[src/rtl/actuator_arbiter_pkg.sv]
// Shared types for the actuator arbiter: the 2-bit state encoding that also
// appears on the out_state debug port.
package actuator_arbiter_pkg;

   typedef enum logic [1:0] {
      ST_IDLE = 2'b00,
      ST_RUN  = 2'b01,
      ST_COOL = 2'b10
   } arb_state_e;

endpackage

[src/rtl/actuator_arbiter_second_ticker.sv]
// Prescaler that emits a 1-cycle tick every TICKS_PER_SEC clocks; clr restarts
// the second from count 0 on the next edge.
module actuator_arbiter_second_ticker #(
   parameter int TICKS_PER_SEC = 50_000_000
) (
   input  logic clk,
   input  logic reset,
   input  logic clr,
   output logic tick
);

   localparam int PW = $clog2(TICKS_PER_SEC);
   localparam logic [PW-1:0] LAST = PW'(TICKS_PER_SEC - 1);

   logic [PW-1:0] count_q;

   assign tick = (count_q == LAST);

   always_ff @(posedge clk or negedge reset) begin
      if (!reset) begin
         count_q <= '0;
      end else if (clr || tick) begin
         count_q <= '0;
      end else begin
         count_q <= count_q + PW'(1);
      end
   end

endmodule

[src/rtl/actuator_arbiter.sv]
// Time-sliced owner of one actuator: requester 0 has fixed priority and may
// preempt, requesters 1..N_REQ-1 rotate, every release is followed by a cooldown.
module actuator_arbiter
   import actuator_arbiter_pkg::*;
#(
   parameter int N_REQ         = 3,
   parameter int TICKS_PER_SEC = 50_000_000,
   parameter int DUR_W         = 4,
   parameter int COOLDOWN_SEC  = 1
) (
   input  logic                     clk,
   input  logic                     reset,
   input  logic [N_REQ-1:0]         req,
   input  logic [N_REQ*DUR_W-1:0]   dur,
   output logic [N_REQ-1:0]         grant,
   output logic [N_REQ-1:0]         done,
   output logic                     busy,
   output logic [1:0]               out_state
);

   localparam int IW = $clog2(N_REQ);
   localparam int CW = (COOLDOWN_SEC > 1) ? $clog2(COOLDOWN_SEC) : 1;
   localparam logic [N_REQ-1:0] ONE = N_REQ'(1);
   localparam arb_state_e AFTER_RUN = (COOLDOWN_SEC == 0) ? ST_IDLE : ST_COOL;

   arb_state_e       state_q, state_d;
   logic [N_REQ-1:0] grant_q, grant_d, done_q, done_d;
   logic             busy_q;
   logic [IW-1:0]    win_q, win_d, ptr_q, ptr_d, ptr_adv;
   logic [IW-1:0]    sel, sel_hi, sel_lo;
   logic             found_hi, found_lo;
   logic [DUR_W-1:0] rem_q, rem_d, sel_dur;
   logic [CW-1:0]    cool_q, cool_d;
   logic             clr, tick, held, completion;

   function automatic logic [DUR_W-1:0] load_dur(input logic [DUR_W-1:0] d);
      return (d == '0) ? DUR_W'(1) : d;
   endfunction

   actuator_arbiter_second_ticker #(
      .TICKS_PER_SEC(TICKS_PER_SEC)
   ) u_second_ticker (
      .clk  (clk),
      .reset(reset),
      .clr  (clr),
      .tick (tick)
   );

   // Rotating scan over 1..N_REQ-1: lowest set index at/above the pointer,
   // else lowest set index below it. Requester 0 overrides the scan.
   always_comb begin
      found_hi = 1'b0;
      found_lo = 1'b0;
      sel_hi   = '0;
      sel_lo   = '0;
      for (int i = N_REQ - 1; i >= 1; i--) begin
         if (req[i]) begin
            if (i >= int'(ptr_q)) begin
               found_hi = 1'b1;
               sel_hi   = IW'(i);
            end else begin
               found_lo = 1'b1;
               sel_lo   = IW'(i);
            end
         end
      end
      if (req[0])        sel = '0;
      else if (found_hi) sel = sel_hi;
      else               sel = sel_lo;
      sel_dur = dur[DUR_W-1:0];
      for (int i = 1; i < N_REQ; i++) begin
         if (sel == IW'(i)) sel_dur = dur[i*DUR_W +: DUR_W];
      end
   end

   // A requester holds req high until it sees done or gives up; grant is the
   // ownership handshake, and req dropping while granted is a withdrawal.
   assign held       = |(req & grant_q);
   assign completion = tick && (rem_q == DUR_W'(1));
   assign ptr_adv    = (win_q == '0)              ? ptr_q :
                       (win_q == IW'(N_REQ - 1))  ? IW'(1) : win_q + IW'(1);

   always_comb begin
      state_d = state_q;
      grant_d = grant_q;
      done_d  = '0;
      win_d   = win_q;
      ptr_d   = ptr_q;
      rem_d   = rem_q;
      cool_d  = cool_q;
      clr     = 1'b0;
      case (state_q)
         ST_IDLE: begin
            clr     = 1'b1;
            grant_d = '0;
            if (|req) begin
               win_d   = sel;
               rem_d   = load_dur(sel_dur);
               grant_d = ONE << sel;
               state_d = ST_RUN;
            end
         end
         ST_RUN: begin
            if (!held) begin
               grant_d = '0;
               clr     = 1'b1;
               ptr_d   = ptr_adv;
               cool_d  = '0;
               state_d = AFTER_RUN;
            end else if (completion) begin
               done_d  = grant_q;
               grant_d = '0;
               clr     = 1'b1;
               ptr_d   = ptr_adv;
               cool_d  = '0;
               state_d = AFTER_RUN;
            end else if (req[0] && (win_q != '0)) begin
               // Preempted requester keeps the pointer so it is served next.
               win_d   = '0;
               rem_d   = load_dur(dur[DUR_W-1:0]);
               grant_d = ONE;
               clr     = 1'b1;
            end else if (tick) begin
               rem_d = rem_q - DUR_W'(1);
            end
         end
         ST_COOL: begin
            grant_d = '0;
            if (tick) begin
               if (cool_q == CW'(COOLDOWN_SEC - 1)) state_d = ST_IDLE;
               else                                  cool_d  = cool_q + CW'(1);
            end
         end
         default: begin
            state_d = ST_IDLE;
            grant_d = '0;
         end
      endcase
   end

   always_ff @(posedge clk or negedge reset) begin
      if (!reset) begin
         state_q <= ST_IDLE;
         grant_q <= '0;
         done_q  <= '0;
         busy_q  <= 1'b0;
         win_q   <= '0;
         ptr_q   <= IW'(1);
         rem_q   <= '0;
         cool_q  <= '0;
      end else begin
         state_q <= state_d;
         grant_q <= grant_d;
         done_q  <= done_d;
         busy_q  <= (state_d != ST_IDLE);
         win_q   <= win_d;
         ptr_q   <= ptr_d;
         rem_q   <= rem_d;
         cool_q  <= cool_d;
      end
   end

   assign grant     = grant_q;
   assign done      = done_q;
   assign busy      = busy_q;
   assign out_state = state_q;

endmodule

[config.mk]
export PLATFORM = sky130hd
export DESIGN_NAME = actuator_arbiter
export DESIGN_NICKNAME = d
export VERILOG_FILES = /design/src/rtl/actuator_arbiter_pkg.sv /design/src/rtl/actuator_arbiter_second_ticker.sv /design/src/rtl/actuator_arbiter.sv
export SDC_FILE = /design/constraint.sdc
export NUM_CORES = 1
export LEC_CHECK = 0
export ABC_AREA = 1
export CAP_MARGIN = 20
export CORE_ASPECT_RATIO = 1.25
export CORE_MARGIN = 5
export CORE_UTILIZATION = 57
export DETAILED_ROUTE_END_ITERATION = 7
export PLACE_DENSITY_LB_ADDON = 0.25
export REMOVE_ABC_BUFFERS = 1
export SLEW_MARGIN = 40
export SYNTH_ARGS = -nofsm -noshare
export SYNTH_HDL_FRONTEND = slang
export SYNTH_HIERARCHICAL = 1
export SYNTH_SLANG_ARGS = --single-unit
[constraint.sdc]
create_clock -name clk -period 3.8 [get_ports clk]
set_clock_uncertainty 0.1 [all_clocks]
set_input_delay 0.95 -clock clk [delete_from_list [all_inputs] [get_ports clk]]
set_output_delay 0.95 -clock clk [all_outputs]
set_load 0.05 [all_outputs]
==> impl_metrics.json, run 1 <==
{
  "run_status": "finished, final reports clean",
  "die_w_um": 70.6,
  "synth_area_sq_mm": 0.00262,
  "drive_gt1_frac": 0.0852,
  "worstReg2RegStart": "u_second_ticker/count_q[0]",
  "ctsHoldBuffers": 0,
  "grt.overflow.total": 0,
  "dr.pass1.iters": 4,
  "seqPwrFrac": 0.540,
  "insertion_delay_ns": 0.29,
  "place_congestion": 0.963,
  "whs_ns": 0.395,
  "cp_max_fo": 25,
  "rows": 27,
  "cts_resized": 0,
  "cts_tree": "built",
  "grtUsageTotal": 0.201,
  "fin_crit_ns": 2.85,
  "powerDensity_mw_per_mm2": 280,
  "worstSetupEndpointType": "flop",
  "setup_tns_ns": 0,
  "synth_seq_cells": 43,
  "areaGrowthSynthToFinish_pct": 15.4,
  "ys_warn_count": 6,
  "ys_types": 29,
  "crit_chain": "ha_1, nand3_1, nor2_1, nand2_1, nor3_1, nand4_1, nand2_2, inv_2, a21oi_1, o21bai_4, nor2_1",
  "cts.clk_slew.worst_paths_ns": 0.08,
  "drt_iter0_drc": 131,
  "vias": 2353,
  "die_h_um": 85.8,
  "slowest_delay_ns": 0.47,
  "drv_cap": 0,
  "p_int_uw": 674,
  "slew_viol_final": 0,
  "finalHoldViolCount": 0,
  "grt_pass1_vias": 2394,
  "drc": 0,
  "path_buf_inv": 1,
  "crit_start": "u_second_ticker/count_q[0]",
  "dp_hpwl_um": 4410,
  "relSlewSlack": 0.604,
  "crit_arrival_ns": 2.90,
  "grt_max_degree": 44,
  "hold_path.class": "reg -> reg",
  "antenna_found_initial": 0,
  "fin_crit_sh": 0.749,
  "syn_avg_cell_area_sq_um": 7.11,
  "tightestPinTransition_ns": 0.593,
  "ir_drop_mv": 0.146,
  "cp-start-kind": "flop",
  "crit_family": "simple AND/OR/NAND/NOR gates",
  "dieArea_sq_mm": 0.00606,
  "comb_power_share": 0.052,
  "worstSetupPathType": "reg -> reg",
  "htreeDepth": 2,
  "yosysTopAreaCell": "dfrtp_1",
  "worst_path_most_repeated_cell": "nor2_1",
  "switching_power_uw": 172,
  "avgRoutedWirePerCell_um": 12.2,
  "setup_viol": 0,
  "fin_nets": 419,
  "ys_seq_area_frac": 0.412,
  "diodes": 0,
  "p_clk_frac": 0.407,
  "cpMaxStageDelayCell": "nor3_1",
  "rsz0062_at_grt": "false",
  "viasPerCell": 5.15,
  "worst-endpoint-required_ns": 3.85,
  "portBuffers": 25,
  "hp-start": "ptr_q[0]",
  "post_synth_inst_count": 368,
  "root_buffer": "clkbuf_8",
  "cts.path.max_buffers": 2,
  "max_freq_ghz": 0.351,
  "postCtsSetupBuffers": 0,
  "coreArea_sq_mm": 0.00443,
  "yosys-top-cells-area": "dfrtp_1 40%, nand2_1 15%, nor2_1 10%, inv_1 5.9%, nand3_1 5.2%",
  "grt_pass1_wl_um": 9700,
  "p_leak_nw": 1.39,
  "drtAntennaViolNets": 0,
  "ios": 26,
  "cts_buffers": 5,
  "wirelength_um": 5570,
  "swShare": 0.203,
  "start_util": 0.591,
  "clkSinkCount": 43,
  "fill_cells": 406,
  "synth_top_area_frac": 0.402
}
-- final timing paths --
check / endpoint / slack [ns] / cells after the start
max in group asynchronous: ptr_q[0] / 2.70 / 1
min: ptr_q[0] / 0.39 / 2
min in group asynchronous: u_second_ticker/count_q[3] / 0.53 / 1
min reg2reg: ptr_q[0] / 0.39 / 2
max: u_second_ticker/count_q[18] / 0.95 / 11
max reg2reg: u_second_ticker/count_q[18] / 0.95 / 11
-- kinds of logic (layout without fill, tap and decap cells) --
kind of cell / count (synthesis) / in the layout / synth area share
and+or+nand+nor: 228 / 228 / 0.375
buffers and inverters: 51 / 82 / 0.0794
DFF: 43 / 43 / 0.412
AOI/OAI and AO/OA: 26 / 26 / 0.0617
xor gates and xnor gates: 16 / 16 / 0.0535
adders and majority gates: 4 / 4 / 0.0191
-- cell type report --
class                   instances  area [sq um]  share of cell area
clock buffers                   7          76.3              0.0253
repair buffers                 25           248              0.0820
clock inverters                 1          30.0             0.00994
flip-flops and latches         43          1080               0.357
well taps                      58          72.6              0.0240
multi-input cells             274          1330               0.441
inverters                      49           185              0.0613
-- synth_stat cells --
cell type / number
nor2_4: 3
o21a_1: 1
o22ai_1: 3
ha_1: 4
o21bai_4: 1
inv_2: 7
nand3_2: 3
nand3_1: 27
nor3_1: 4
o221ai_1: 1
clkinv_2: 1
or2_1: 5
nand4_1: 3
o31ai_1: 1
o21ai_0: 7
xnor2_1: 7
nand2_1: 103
inv_1: 41
buf_6: 2
o21ai_1: 8
dfstp_2: 1
a21oi_1: 2
xor2_1: 9
nor2_1: 70
dfrtp_1: 42
a21oi_2: 1
a31oi_1: 1
nand2_2: 3
nor2_2: 7
-- cells in the final DEF (no fill, tap or decap), types with 5 or more instances in the layout --
cell / netlist / layout
o21ai_0: 7 / 7
dfrtp_1: 42 / 42
inv_1: 41 / 41
inv_2: 7 / 7
or2_1: 5 / 5
o21ai_1: 8 / 8
nand3_1: 27 / 27
xnor2_1: 7 / 7
nor2_2: 7 / 7
clkdlybuf4s50_1: 0 / 24
nor2_1: 70 / 70
xor2_1: 9 / 9
clkbuf_8: 0 / 5
nand2_1: 103 / 103
-- metrics by stage --
stage | cells | total power, mW | utilization | cell area, sq um | worst slack, ns
floorplan | 366 | 0.482 | - | 2590 | 1.66
finish | 457 | 0.846 | 0.683 | 3020 | 0.954
global placement | 449 | 0.511 | 0.658 | 2910 | 1.14
CTS | 457 | 0.856 | 0.683 | 3020 | 1.05
detailed placement | 449 | 0.512 | 0.659 | 2920 | 1.09
global route | 457 | 0.882 | 0.683 | 3020 | 0.684
-- layer usage --
metal  up-vias  track usage  part of all wire
li1       1198            -                 -
met2        49        0.377              0.53
met5         -            0                 0
met3        19       0.0399             0.038
met1      1087        0.200              0.39
met4         0        0.125             0.039
-- state kept, by name, summed over array words and instances (netlist names) --
signal	count
rem_q	4
u_second_ticker/count_q	26
win_q	2
done	3
busy	1
ptr_q	2
grant	3
out_state	2
-- power groups by stage --
stage               Clock (mW)  Sequential, mW  Combinational [mW]
floorplan                    0           0.466              0.0154
global placement             0           0.466              0.0444
detailed placement           0           0.466              0.0453
CTS                      0.353           0.457              0.0453
global route             0.374           0.457              0.0506
finish                   0.344           0.457              0.0444
-- worst reg2reg max path, stage by stage, from the launching register on --
cell and delay [ns]:
dfrtp_1 0.43, ha_1 0.17, nand3_1 0.13, nor2_1 0.18, nand2_1 0.10, nor3_1 0.47
nand4_1 0.29, nand2_2 0.17, inv_2 0.05, a21oi_1 0.16, o21bai_4 0.32, nor2_1 0.13
(Power assumes the default switching activity.)
==> run 2, diff against run 1 <==
CORE_UTILIZATION = 51   (was 57)
clock period = 2.3 ns   (was 3.8 ns; I/O delays follow)
==> impl_metrics.json, run 2 (synthesis results as in run 1) <==
{
  "pre_cts_ws_ns": -0.144,
  "regMostFlops": "u_second_ticker/count_q",
  "tightestPinTransition_ns": 0.540,
  "setup_viol": 0,
  "worstSetupPathType": "reg -> out",
  "crit_arrival_ns": 1.56,
  "cts_buffers": 5,
  "wirelength_um": 6300,
  "dr.pass1.iters": 6,
  "drive_gt1_frac": 0.167,
  "vias": 2570,
  "cts.clk_slew.worst_paths_ns": 0.08,
  "max_freq_ghz": 0.448,
  "ctsHoldBuffers": 0,
  "worstSetupEndpointType": "output pin",
  "areaGrowthSynthToFinish_pct": 24.0,
  "setup_tns_ns": 0,
  "place_congestion": 0.926,
  "fin_crit_sh": 0.970,
  "hold_path.class": "in -> async",
  "crit_chain": "clkdlybuf4s50_1",
  "grt.overflow.total": 0,
  "clkSinkCount": 43,
  "grt_pass1_vias": 2496,
  "finalHoldViolCount": 0,
  "portBuffers": 25,
  "ios": 26,
  "die_w_um": 74.1,
  "cts.path.max_buffers": 2,
  "insertion_delay_ns": 0.29,
  "p_leak_nw": 1.51,
  "htreeDepth": 2,
  "die_h_um": 90.1,
  "fin_nets": 442,
  "dp_hpwl_um": 4460,
  "path_buf_inv": 1,
  "crit_family": "buffers and inverters",
  "p_total_mw": 1.27,
  "reg2reg_depth": 11,
  "final_cell_mix": "100 x nand2_1, 65 x nor2_1, 41 x inv_1, 41 x dfrtp_1, 25 x nand3_1",
  "antenna_found_initial": 0,
  "finalWorstSetupSlack_ns": 0.0691,
  "run_status": "finished, final reports clean",
  "powerDensity_mw_per_mm2": 392,
  "utilization": 0.644,
  "coreArea_sq_mm": 0.00504,
  "avgRoutedWirePerCell_um": 13.1,
  "final_common_cell": "nand2_1",
  "diodes": 0,
  "dp_cells": 467,
  "drv_cap": 0,
  "worst-endpoint-required_ns": 1.62,
  "drc": 0,
  "rows": 29,
  "slew_viol_final": 0,
  "ir_drop_mv": 0.271,
  "crit_cells": 1,
  "cp_max_fo": 4,
  "root_buffer": "clkbuf_8",
  "cp-start-kind": "flop",
  "fill_cells": 436,
  "start_util": 0.519,
  "relSlewSlack": 0.640,
  "largest_register_ffs": 26,
  "cts_tree": "built",
  "cpMaxStageDelayCell": "clkdlybuf4s50_1",
  "dieArea_sq_mm": 0.00667,
  "viasPerCell": 5.33,
  "fin_crit_ns": 2.23,
  "grt_pass1_wl_um": 10400,
  "drt_iter0_drc": 216,
  "grt_max_degree": 44,
  "grtUsageTotal": 0.196,
  "top_regs": "u_second_ticker/count_q: 26 flops, rem_q: 4 flops",
  "final_cells": 482,
  "slowest_delay_ns": 0.84,
  "drtAntennaViolNets": 0
}
## run 2: what timing repair did
item                                    4_1_cts  5_1_grt
buffers inserted                              0        6
pin swaps                                     0        6
endpoints found under the setup margin       29       34
gates cloned                                  2        1
gates resized for setup                       5       14
## run 2: layout make-up
| type | instances | area (sq um) | share of cell area |
|---|---|---|---|
| flip-flops and latches | 43 | 1080 | 0.332 |
| clock buffers | 6 | 72.6 | 0.0224 |
| repair buffers | 45 | 393 | 0.121 |
| multi-input cells | 277 | 1440 | 0.443 |
| well taps | 62 | 77.6 | 0.0239 |
| inverters | 49 | 186 | 0.0574 |
## run 2: per-layer routing
metal  up-vias  routed length [um]  track usage
met4         0                 154       0.0785
met2       113                3320        0.354
met1      1191                2430        0.214
li1       1251                   -            -
met3        15                 401       0.0413
met5         -                   0            0
## run 2: path summary, 6_finish.rpt
path / from / to / slack [ns]
worst max-delay path: out_state[0] / out_state[0] / 0.07
worst min-delay path: reset / u_second_ticker/count_q[3] / 0.25
worst max register to register: u_second_ticker/count_q[0] / u_second_ticker/count_q[18] / 0.15
worst min register to register: ptr_q[0] / ptr_q[0] / 0.40
max in group asynchronous: reset / u_second_ticker/count_q[7] / 1.46
min in group clk: ptr_q[0] / ptr_q[0] / 0.40
## run 2: power by group
part | switching, mW | leakage [nW] | total [mW] | internal (mW)
registers | 0 | 0.555 | 0.755 | 0.755
logic | 0.0396 | 0.916 | 0.0742 | 0.0345
clock network | 0.241 | 0.0371 | 0.443 | 0.203
total | 0.280 | 1.51 | 1.27 | 0.993
## run 2: stage by stage
stage                     instance area [sq um]  hold WS, ns
final                                      3250        0.249
after detailed placement                   3020        0.400
after floorplan                            2590        0.179
after CTS                                  3150        0.268
after global placement                     3020        0.377
after global routing                       3250        0.294
